[config.mk]
export PLATFORM = sky130hd
export DESIGN_NAME = cpu_hazard_ctrl_flat
export DESIGN_NICKNAME = d
export VERILOG_FILES = /design/src/rtl/cpu_hazard_ctrl_if.sv /design/src/rtl/cpu_hazard_ctrl.sv /design/src/flat_wrapper.sv
export SDC_FILE = /design/constraint.sdc
export NUM_CORES = 1
export LEC_CHECK = 0
export ABC_AREA = 1
export BUFFER_PORTS_ARGS = -buffer_cell sky130_fd_sc_hd__buf_4
export CAP_MARGIN = 40
export CORE_MARGIN = 2
export CORE_UTILIZATION = 59
export CTS_CLUSTER_DIAMETER = 60
export DETAILED_ROUTE_END_ITERATION = 8
export PLACE_DENSITY = 0.85
export SYNTH_ARGS = -nofsm -noshare
export SYNTH_HDL_FRONTEND = slang
export SYNTH_SLANG_ARGS = --single-unit
[constraint.sdc]
create_clock -name clk -period 3.1 [get_ports clk]
set_input_delay 0.62 -clock clk [delete_from_list [all_inputs] [get_ports clk]]
set_output_delay 0.62 -clock clk [all_outputs]
set_load 0.03 [all_outputs]
[src/rtl/cpu_hazard_ctrl_if.sv]
// Control bundle between the IF/DEC boundary, EXEC/WB feedback and the hazard controller.
// The instruction transfers from IF into DEC on a cycle where if_valid & issue are both high;
// IF holds the instruction and its decode fields stable until that cycle.
interface cpu_hazard_ctrl_if #(
  parameter int NUM_REGS = 16,
  parameter int PERF_W   = 16,
  parameter int IDX_W    = $clog2(NUM_REGS)
);
  logic              if_valid;
  logic              if_rd_a_en;
  logic [IDX_W-1:0]  if_rd_a;
  logic              if_rd_b_en;
  logic [IDX_W-1:0]  if_rd_b;
  logic              if_wrt_en;
  logic [IDX_W-1:0]  if_wrt_reg;
  logic              if_jb;
  logic              ex_jb_resolve;
  logic              ex_jb_taken;
  logic              wb_wrt_en;
  logic [IDX_W-1:0]  wb_wrt_reg;

  logic              rw_stall;
  logic              jb_stall;
  logic              issue;
  logic              flush;
  logic [NUM_REGS-1:0] pending;
  logic [PERF_W-1:0] stall_cnt;
  logic              sb_err;
  logic [1:0]        fsm_state;

  modport master (
    output if_valid, if_rd_a_en, if_rd_a, if_rd_b_en, if_rd_b, if_wrt_en, if_wrt_reg,
           if_jb, ex_jb_resolve, ex_jb_taken, wb_wrt_en, wb_wrt_reg,
    input  rw_stall, jb_stall, issue, flush, pending, stall_cnt, sb_err, fsm_state
  );

  modport slave (
    input  if_valid, if_rd_a_en, if_rd_a, if_rd_b_en, if_rd_b, if_wrt_en, if_wrt_reg,
           if_jb, ex_jb_resolve, ex_jb_taken, wb_wrt_en, wb_wrt_reg,
    output rw_stall, jb_stall, issue, flush, pending, stall_cnt, sb_err, fsm_state
  );
endinterface

[src/rtl/cpu_hazard_ctrl.sv]
// Hazard controller for the 5-stage pipeline: per-register pending-write scoreboard for data
// hazards plus a jump/branch FSM that holds fetch until EXEC resolves and flushes when taken.
module cpu_hazard_ctrl #(
  parameter int NUM_REGS = 16,
  parameter int CNT_W    = 3,
  parameter int PERF_W   = 16
) (
  input  logic              clk,
  input  logic              rst_n,
  cpu_hazard_ctrl_if.slave  bus
);
  localparam int IDX_W = $clog2(NUM_REGS);

  localparam logic [1:0] ST_RUN     = 2'd0;
  localparam logic [1:0] ST_JB_WAIT = 2'd1;
  localparam logic [1:0] ST_FLUSH   = 2'd2;

  localparam logic [CNT_W-1:0] CNT_MAX = '1;

  logic [CNT_W-1:0]    cnt [NUM_REGS];
  logic [NUM_REGS-1:0] nonzero;
  logic [NUM_REGS-1:0] inc_vec;
  logic [NUM_REGS-1:0] dec_vec;
  logic [1:0]          state;
  logic [1:0]          state_nxt;
  logic                rw_stall;
  logic                jb_stall;
  logic                flush;
  logic                issue;
  logic                sb_err;
  logic [PERF_W-1:0]   stall_cnt;

  always_comb begin
    for (int r = 0; r < NUM_REGS; r++) begin
      nonzero[r] = (cnt[r] != '0);
      inc_vec[r] = issue && bus.if_wrt_en && (bus.if_wrt_reg == IDX_W'(r));
      dec_vec[r] = bus.wb_wrt_en && (bus.wb_wrt_reg == IDX_W'(r));
    end
  end

  // Looks only at registered counts: a producer retiring this cycle still blocks its readers.
  always_comb begin
    rw_stall = 1'b0;
    if (bus.if_valid) begin
      if (bus.if_rd_a_en && nonzero[bus.if_rd_a])       rw_stall = 1'b1;
      if (bus.if_rd_b_en && nonzero[bus.if_rd_b])       rw_stall = 1'b1;
      if (bus.if_wrt_en && cnt[bus.if_wrt_reg] == CNT_MAX) rw_stall = 1'b1;
    end
  end

  always_comb begin
    flush    = (state == ST_FLUSH);
    jb_stall = flush || ((state == ST_JB_WAIT) && bus.if_valid);
    issue    = bus.if_valid && !rw_stall && !jb_stall && !flush;
  end

  always_comb begin
    state_nxt = state;
    case (state)
      ST_RUN:     if (issue && bus.if_jb) state_nxt = ST_JB_WAIT;
      ST_JB_WAIT: if (bus.ex_jb_resolve) state_nxt = bus.ex_jb_taken ? ST_FLUSH : ST_RUN;
      ST_FLUSH:   state_nxt = ST_RUN;
      default:    state_nxt = ST_RUN;
    endcase
  end

  always_ff @(posedge clk or negedge rst_n) begin
    if (!rst_n) begin
      state <= ST_RUN;
    end else begin
      state <= state_nxt;
    end
  end

  // Simultaneous issue and retire of one register cancel; a retire with nothing in flight is dropped.
  always_ff @(posedge clk or negedge rst_n) begin
    if (!rst_n) begin
      for (int r = 0; r < NUM_REGS; r++) cnt[r] <= '0;
    end else begin
      for (int r = 0; r < NUM_REGS; r++) begin
        if (inc_vec[r] && !dec_vec[r]) begin
          cnt[r] <= cnt[r] + CNT_W'(1);
        end else if (dec_vec[r] && !inc_vec[r] && nonzero[r]) begin
          cnt[r] <= cnt[r] - CNT_W'(1);
        end
      end
    end
  end

  always_ff @(posedge clk or negedge rst_n) begin
    if (!rst_n) begin
      sb_err <= 1'b0;
    end else if (|(dec_vec & ~nonzero)) begin
      sb_err <= 1'b1;
    end
  end

  always_ff @(posedge clk or negedge rst_n) begin
    if (!rst_n) begin
      stall_cnt <= '0;
    end else if (bus.if_valid && !issue && stall_cnt != '1) begin
      stall_cnt <= stall_cnt + PERF_W'(1);
    end
  end

  assign bus.rw_stall  = rw_stall;
  assign bus.jb_stall  = jb_stall;
  assign bus.issue     = issue;
  assign bus.flush     = flush;
  assign bus.pending   = nonzero;
  assign bus.stall_cnt = stall_cnt;
  assign bus.sb_err    = sb_err;
  assign bus.fsm_state = state;
endmodule

[src/flat_wrapper.sv]
// flat-port wrapper written by rule: the top's interface ports become plain ports
module cpu_hazard_ctrl_flat 
#(
  parameter int NUM_REGS = 16,
  parameter int CNT_W    = 3,
  parameter int PERF_W   = 16
)
  (clk, rst_n, bus_if_valid, bus_if_rd_a_en, bus_if_rd_a, bus_if_rd_b_en, bus_if_rd_b, bus_if_wrt_en, bus_if_wrt_reg, bus_if_jb, bus_ex_jb_resolve, bus_ex_jb_taken, bus_wb_wrt_en, bus_wb_wrt_reg, bus_rw_stall, bus_jb_stall, bus_issue, bus_flush, bus_pending, bus_stall_cnt, bus_sb_err, bus_fsm_state);
  cpu_hazard_ctrl_if #(.NUM_REGS(NUM_REGS), .PERF_W(PERF_W)) bus_i ();
  input  logic clk;
  input  logic rst_n;
  input wire logic [$bits(bus_i.if_valid)-1:0] bus_if_valid;
  input wire logic [$bits(bus_i.if_rd_a_en)-1:0] bus_if_rd_a_en;
  input wire logic [$bits(bus_i.if_rd_a)-1:0] bus_if_rd_a;
  input wire logic [$bits(bus_i.if_rd_b_en)-1:0] bus_if_rd_b_en;
  input wire logic [$bits(bus_i.if_rd_b)-1:0] bus_if_rd_b;
  input wire logic [$bits(bus_i.if_wrt_en)-1:0] bus_if_wrt_en;
  input wire logic [$bits(bus_i.if_wrt_reg)-1:0] bus_if_wrt_reg;
  input wire logic [$bits(bus_i.if_jb)-1:0] bus_if_jb;
  input wire logic [$bits(bus_i.ex_jb_resolve)-1:0] bus_ex_jb_resolve;
  input wire logic [$bits(bus_i.ex_jb_taken)-1:0] bus_ex_jb_taken;
  input wire logic [$bits(bus_i.wb_wrt_en)-1:0] bus_wb_wrt_en;
  input wire logic [$bits(bus_i.wb_wrt_reg)-1:0] bus_wb_wrt_reg;
  output wire logic [$bits(bus_i.rw_stall)-1:0] bus_rw_stall;
  output wire logic [$bits(bus_i.jb_stall)-1:0] bus_jb_stall;
  output wire logic [$bits(bus_i.issue)-1:0] bus_issue;
  output wire logic [$bits(bus_i.flush)-1:0] bus_flush;
  output wire logic [$bits(bus_i.pending)-1:0] bus_pending;
  output wire logic [$bits(bus_i.stall_cnt)-1:0] bus_stall_cnt;
  output wire logic [$bits(bus_i.sb_err)-1:0] bus_sb_err;
  output wire logic [$bits(bus_i.fsm_state)-1:0] bus_fsm_state;
  assign bus_i.if_valid = bus_if_valid;
  assign bus_i.if_rd_a_en = bus_if_rd_a_en;
  assign bus_i.if_rd_a = bus_if_rd_a;
  assign bus_i.if_rd_b_en = bus_if_rd_b_en;
  assign bus_i.if_rd_b = bus_if_rd_b;
  assign bus_i.if_wrt_en = bus_if_wrt_en;
  assign bus_i.if_wrt_reg = bus_if_wrt_reg;
  assign bus_i.if_jb = bus_if_jb;
  assign bus_i.ex_jb_resolve = bus_ex_jb_resolve;
  assign bus_i.ex_jb_taken = bus_ex_jb_taken;
  assign bus_i.wb_wrt_en = bus_wb_wrt_en;
  assign bus_i.wb_wrt_reg = bus_wb_wrt_reg;
  assign bus_rw_stall = bus_i.rw_stall;
  assign bus_jb_stall = bus_i.jb_stall;
  assign bus_issue = bus_i.issue;
  assign bus_flush = bus_i.flush;
  assign bus_pending = bus_i.pending;
  assign bus_stall_cnt = bus_i.stall_cnt;
  assign bus_sb_err = bus_i.sb_err;
  assign bus_fsm_state = bus_i.fsm_state;
  cpu_hazard_ctrl #(.NUM_REGS(NUM_REGS), .CNT_W(CNT_W), .PERF_W(PERF_W)) u_core (.clk(clk), .rst_n(rst_n), .bus(bus_i));
endmodule
# Yosys cells after proc, flatten, opt, wreduce, memory -nomap -nowiden
# Index checks and enable logic that the tools add are counted.
dict set report op_classes {
  addsub 33
  order_cmp 3
  n_eq_ne 36
  mux 47
  n_bitwise 3
  n_reduce_logical 165
}
# operator n
set op_table {}
lappend op_table {{two-way mux 3 bit} 34}
lappend op_table {{logical AND 1 bit} 91}
lappend op_table {{equality test 4 bit (second input constant)} 16}
lappend op_table {{adder 3 x 1 -> 3 bit (second input constant)} 16}
lappend op_table {{nonzero test 3 bit} 16}
lappend op_table {{subtractor 3 x 1 -> 3 bit (second input constant)} 16}
lappend op_table {{zero test 1 bit} 36}
lappend op_table {{equality test 4 x 3 -> 1 bit (second input constant)} 8}
lappend op_table {{nonzero test 2 bit} 16}
lappend op_table {{adder 16 x 1 -> 16 bit (second input constant)} 1}
lappend op_table {{bitwise AND 16 bit} 1}
lappend op_table {{equality test 4 x 2 -> 1 bit (second input constant)} 4}
lappend op_table {{!= test 16 bit (second input constant)} 1}
lappend op_table {{inverter 16 bit} 1}
lappend op_table {{OR reduction 16 bit} 1}
lappend op_table {{binary-select mux 3 bit (select 4 bit)} 1}
lappend op_table {{less-than comparator 4 x 5 -> 1 bit (second input constant)} 2}
lappend op_table {{binary-select mux 1 bit (select 4 bit)} 2}
lappend op_table {{equality test 4 x 1 -> 1 bit (second input constant)} 2}
lappend op_table {{zero test 4 bit} 2}
lappend op_table {{two-way mux 1 bit} 6}
lappend op_table {{two-way mux 2 bit} 3}
lappend op_table {{greater-or-equal comparator 5 bit (second input constant)} 1}
lappend op_table {{inverter 4 -> 5 bit} 1}
lappend op_table {{9 further kinds} 9}
dict set report word_totals {
  regBits 67
  input_bits 26
}

# Logic depth before layout (Yosys ltp)
dict set report depth {
  word_depth 19
  mapped_depth 24
  depth_no_buf 22
}

# Worst setup path after synthesis
# OpenSTA, ideal clock, no wires.
dict set report synth_path {
  path_kind {input -> register}
  startpoint {input bus_if_rd_a[0]}
  endpoint {register u_core.cnt[38] (netlist name)}
  setup_ps 113
  arrival_time_ps 3047
  required_time_ps 2987
  slack_ps -60
  cell_stages 20
  path_cell_list {buf_2 > inv_1 > nand3_1 > nand2_1 > nand2_1 > nand3_1 > nand3_1 > nand3_1 > nand2_2 > nor3_4 > nand2_1 > nor2_1 > nand3_1 > fa_1 > inv_1 > nand2_1 > nand2_1 > nand2_1 > nand2_1 > inv_1}
}
dict set report synth_via {
  elab_chain_len 17
  word_cells_on_any_way 19
  classes_between {mux: 7; reduce/logical: 12}
}
# item line_no
set synth_lines {}
lappend synth_lines {{start: declaration} flat_wrapper.sv:14} ;# input wire logic [$bits(bus_i.if_rd_a)-1:0] bus_if_rd_a;
lappend synth_lines {{binary-select mux 1 bit (select 4 bit) *} cpu_hazard_ctrl.sv:45} ;# if (bus.if_rd_a_en && nonzero[bus.if_rd_a]) rw_stall = 1'b1;
lappend synth_lines {{two-way mux 1 bit (not written as such) *} cpu_hazard_ctrl.sv:45}
lappend synth_lines {{logical AND 1 bit *} cpu_hazard_ctrl.sv:45}
lappend synth_lines {{two-way mux 1 bit *} cpu_hazard_ctrl.sv:45}
lappend synth_lines {{two-way mux 1 bit *} cpu_hazard_ctrl.sv:46} ;# if (bus.if_rd_b_en && nonzero[bus.if_rd_b]) rw_stall = 1'b1;
lappend synth_lines {{two-way mux 1 bit *} cpu_hazard_ctrl.sv:47} ;# if (bus.if_wrt_en && cnt[bus.if_wrt_reg] == CNT_MAX) rw_stall = 1'b1;
lappend synth_lines {{two-way mux 1 bit *} cpu_hazard_ctrl.sv:44} ;# if (bus.if_valid) begin
lappend synth_lines {{zero test 1 bit *} cpu_hazard_ctrl.sv:54} ;# issue = bus.if_valid && !rw_stall && !jb_stall && !flush;
lappend synth_lines {{logical AND 1 bit * (3 in series)} cpu_hazard_ctrl.sv:54}
lappend synth_lines {{via bus_issue} flat_wrapper.sv:26} ;# output wire logic [$bits(bus_i.issue)-1:0] bus_issue;
lappend synth_lines {{logical AND 1 bit * (2 in series)} cpu_hazard_ctrl.sv:36} ;# inc_vec[r] = issue && bus.if_wrt_en && (bus.if_wrt_reg == IDX_W'(r));
lappend synth_lines {{zero test 1 bit} cpu_hazard_ctrl.sv:83} ;# end else if (dec_vec[r] && !inc_vec[r] && nonzero[r]) begin
lappend synth_lines {{logical AND 1 bit (2 in series)} cpu_hazard_ctrl.sv:83}
lappend synth_lines {{nonzero test 2 bit (no source line)} -}
lappend synth_lines {{end signal: indexed assignment} cpu_hazard_ctrl.sv:82} ;# cnt[r] <= cnt[r] + CNT_W'(1);
lappend synth_lines {{end signal: indexed assignment} cpu_hazard_ctrl.sv:84} ;# cnt[r] <= cnt[r] - CNT_W'(1);
lappend synth_lines {{end: declaration} cpu_hazard_ctrl.sv:20} ;# logic [CNT_W-1:0] cnt [NUM_REGS];
# Mark *: on every way through the listed nets, which the timed path passes. The rest lies on a longest branch. The select of a mux whose other input is x is not followed.
# A chain may end at the register's enable or synchronous reset.

# Worst setup path in the final report
dict set report layout_path {
  startpoint {input bus_if_wrt_reg[1]}
  endpoint {output bus_issue}
}
dict set report layout_via {
  elab_chain_len 12
}
# item line_no
set layout_lines {}
lappend layout_lines {{start: declaration} flat_wrapper.sv:18} ;# input wire logic [$bits(bus_i.if_wrt_reg)-1:0] bus_if_wrt_reg;
lappend layout_lines {{inverter 4 -> 5 bit (not written as such)} cpu_hazard_ctrl.sv:47}
lappend layout_lines {{binary-select mux 3 bit (select 4 bit)} cpu_hazard_ctrl.sv:47}
lappend layout_lines {{two-way mux 3 bit (not written as such) (2 in series)} cpu_hazard_ctrl.sv:47}
lappend layout_lines {{equality test 3 bit} cpu_hazard_ctrl.sv:47}
lappend layout_lines {{logical AND 1 bit} cpu_hazard_ctrl.sv:47}
lappend layout_lines {{two-way mux 1 bit} cpu_hazard_ctrl.sv:47}
lappend layout_lines {{two-way mux 1 bit} cpu_hazard_ctrl.sv:44}
lappend layout_lines {{zero test 1 bit} cpu_hazard_ctrl.sv:54}
lappend layout_lines {{logical AND 1 bit (3 in series)} cpu_hazard_ctrl.sv:54}
lappend layout_lines {{end: declaration} flat_wrapper.sv:26}
# No other way between the ends. The select of a mux whose other input is x is not followed.

==> summary by stage <==
Critical path
The register-to-register path setup slack is 0.18 ns. At the worst endpoint, the required time is 2.48 ns. The setup path with the least slack is of type in2out. In this run the worst setup path terminates at bus_issue. STA classifies the critical path startpoint as an input port. The type of destination of the critical path is a primary output.

Of all nets on the critical path, the largest fanout is 10. The endpoint identified for the worst register-to-register timing path is u_core.cnt[35]. The arrival time of data at the critical path endpoint is 2.38 ns. The most critical setup path has its startpoint at bus_if_wrt_reg[1]. The cell count of the worst reg-to-reg path is 19. The origin of the critical flop-to-flop path is u_core.cnt[7].

Placement
The placed instances occupy a cell area of 6070 µm². The number of port buffers is 64. The minimum setup slack after placement is -0.209 ns. The estimated wirelength of the detail-placed design is 12.3 mm. The number of placed instances, taps included, is 979. The routability-driven placement congestion ratio is 1.07.

Final layout
The sequential cells in the finished layout cover a total of 1680 µm². Summing all multi-input logic gate instances after layout gives 3150 µm². The fraction of layout instances using a drive strength above 1 is 0.177.

Excluding fillers, the count of instances in the completed layout stands at 1000. The layout has 718 filler cells. In the layout the commonest cells are sky130_fd_sc_hd__nand2_1 (282), sky130_fd_sc_hd__inv_1 (106), sky130_fd_sc_hd__buf_4 (94), sky130_fd_sc_hd__nand3_1 (92), sky130_fd_sc_hd__nor2_1 (68).

The most frequent standard cell in the layout excluding fill and tap cells is sky130_fd_sc_hd__nand2_1. The area growth from synthesis to layout is 20.3%. The number of nets in the final layout is 930. After routing the design area is 6350 µm². The number of antenna repair diodes is 0.

Clock tree
After clock tree synthesis, the clock-pin slew on the worst setup and hold paths is 0.08 ns. The maximum clock path buffer count is 2. The number of sinks on the clock net is 67.

The tree is rooted in a sky130_fd_sc_hd__clkbuf_8. Clock tree synthesis inserted a total of 9 buffers. The H-tree was split into 3 levels.

TritonCTS built the clock tree. The total of hold buffers inserted after clock tree synthesis is 0. Clock latency on the worst-skew pair, taken at its later pin, is 0.36 ns.

Floorplan
The area of the core region is 8680 µm². The number of placement rows is 34. For this configuration, the core starts out at a cell density of 0.608. The overall die area is 9720 µm². The die span in y is 98.6 µm. During I/O placement, the number of pins put on the boundary was 65. From left edge to right edge, the die measures 98.6 µm.

Synth
The mean area per synthesized cell is 6.69 µm². Of the synthesized area, sequential elements account for 0.318. Synthesis produced a netlist with a net count of 832. The number of flip-flops and latches in the synthesized netlist is 67. The cell count after synthesis is 789.

After synthesis the cells add up to 5280 µm². The count of different cell masters after synthesis is 33. During synthesis, Yosys emitted a total of 0 warnings.

Routing
The via count is 5613. Dividing the detail-routed via count by the number of cells gives 5.61. The first detailed-routing pass ran for 5 iterations. In the final routed layout, each cell accounts on average for 15.8 µm. The overall routed net length is 15.8 mm. The number of remaining DRC errors is 0.

The initial detailed-routing violation count is 465. The number of antenna-violating nets in the routed design is 0.

STA
The worst hold margin is 0.201 ns. Derived from the worst setup path, the maximum achievable clock frequency is 0.334 GHz. The worst path meets setup with 0.104 ns of slack. Setup repair after global routing left no endpoint under its margin. The final worst clock skew is 0.0153 ns. Subtracting the final worst setup slack from the clock period gives 3.00 ns. The max-slew violation count is 0.

The worst pin sits at a relative slew slack of 0.677. Of the available clock period, the critical path in the final layout requires 0.966. At the pin with the least slew margin, the transition time is 0.479 ns. The count of endpoints failing setup in the final report is 0. The final hold violation count is 0.

Run
The max capacitance violation total is 0.

Global route
The global routing usage summed across all routing layers is 0.336. The first-pass GRT wire length is 26.2 mm. Summed over all layers, the global routing overflow is 0. Entering global routing, the biggest net connects 68 pins. The number of global-route vias before repair came to 5493. The number of antenna violations at the first check in global routing is 0.

Pwr
The overall power consumption is 0.00522 W. The power density normalized to cell area is 823 nW/µm². Summed over all cells, the static leakage comes to 3.37 nW.

IR analysis of the VDD net gives a maximum drop of 521 µV.

Run status
The flow ran to the end, and the final reports show no timing, DRC or antenna violations.

Worst hold path
The path type of the worst min-delay path is in2async.
[worst min-delay path by stage]
stage | slack [ns] | start | cells after the start | to
detailed placement | 0.47 | u_core.cnt[8] | 2 | u_core.cnt[8]
floorplan | 0.32 | rst_n | 0 | u_core.bus.fsm_state[0]
CTS | 0.40 | rst_n | 1 | u_core.cnt[7]
global placement | 0.46 | u_core.cnt[8] | 2 | u_core.cnt[8]
global route | 0.24 | rst_n | 1 | u_core.cnt[7]
finish | 0.20 | rst_n | 1 | u_core.cnt[7]
[layer usage]
layer / track usage / routed length [µm] / vias to the layer above / share of wire
met1: 0.455 / 6640 / 2600 / 0.42
met5: 0 / 0 / - / 0
met3: 0.0447 / 1270 / 47 / 0.080
li1: - / - / 2678 / -
met2: 0.557 / 7380 / 288 / 0.47
met4: 0.123 / 495 / 0 / 0.031
[metrics by stage]
step | util | TNS, ns
after detailed placement | 0.700 | -3.10
final | 0.732 | 0
after CTS | 0.723 | 0
after floorplan | - | -0.0775
after global routing | 0.732 | 0
after global placement | 0.700 | -1.27
[kinds of logic after synthesis]
kind of cell | Yosys count | share of synthesized area
xor+xnor | 29 | 0.0481
fa+ha+maj | 17 | 0.0631
flops | 67 | 0.318
compound gates | 52 | 0.0517
buf+inv | 122 | 0.0982
simple gates | 502 | 0.421
[cells in the mapped netlist (all sizes together)]
master | n | share of area
nand2 | 293 | 0.21
inv | 110 | 0.079
nand3 | 107 | 0.11
nor2 | 75 | 0.060
dfrtp | 67 | 0.32
o21ai | 34 | 0.032
xor2 | 28 | 0.046
fa | 16 | 0.061
buf | 12 | 0.019
nand4 | 11 | 0.013
nor3 | 9 | 0.011
a21oi | 8 | 0.0076
o22ai | 8 | 0.0095
nand3b | 4 | 0.0057
nor4 | 3 | 0.0036
a31oi | 2 | 0.0024
ha | 1 | 0.0024
xnor2 | 1 | 0.0017
[cell type report]
cell class | instances | area share
multi-input combinational | 601 | 0.495
sequential | 67 | 0.264
timing repair buffer | 98 | 0.122
inverter | 110 | 0.0654
tap | 108 | 0.0213
clock buffer | 9 | 0.0195
clock inverter | 7 | 0.0116
[registers in the layout (all words and copies together), names as in the netlist]
name,cells
u_core.bus.fsm_state,2
u_core.bus.stall_cnt,16
u_core.cnt,48
u_core.bus.sb_err,1
[timing repair]
item,CTS,global route
buffers inserted,0,3
resized for setup,0,7
endpoints found under the setup margin,0,12
[where the power goes]
part | total [W] | internal, W | switching [W]
Combinational | 0.00275 | 0.000997 | 0.00175
Sequential | 0.00171 | 0.00126 | 0.000455
Clock | 0.000762 | 0.000376 | 0.000386
Total | 0.00522 | 0.00263 | 0.00259
[worst max-delay path: stages]
cell	delay (ns)
sky130_fd_sc_hd__buf_4	0.13
sky130_fd_sc_hd__buf_4	0.18
sky130_fd_sc_hd__nand2_2	0.16
sky130_fd_sc_hd__nor2_1	0.06
sky130_fd_sc_hd__nor2_1	0.13
sky130_fd_sc_hd__nand2_1	0.10
sky130_fd_sc_hd__nand2_1	0.07
sky130_fd_sc_hd__nand2_1	0.05
sky130_fd_sc_hd__inv_1	0.04
sky130_fd_sc_hd__nand2_1	0.05
sky130_fd_sc_hd__nand3_2	0.07
sky130_fd_sc_hd__nand2_2	0.10
sky130_fd_sc_hd__nor3_4	0.22
sky130_fd_sc_hd__buf_4	0.22
sky130_fd_sc_hd__buf_4	0.18
No activity file was read; power rests on OpenSTA's default activity.
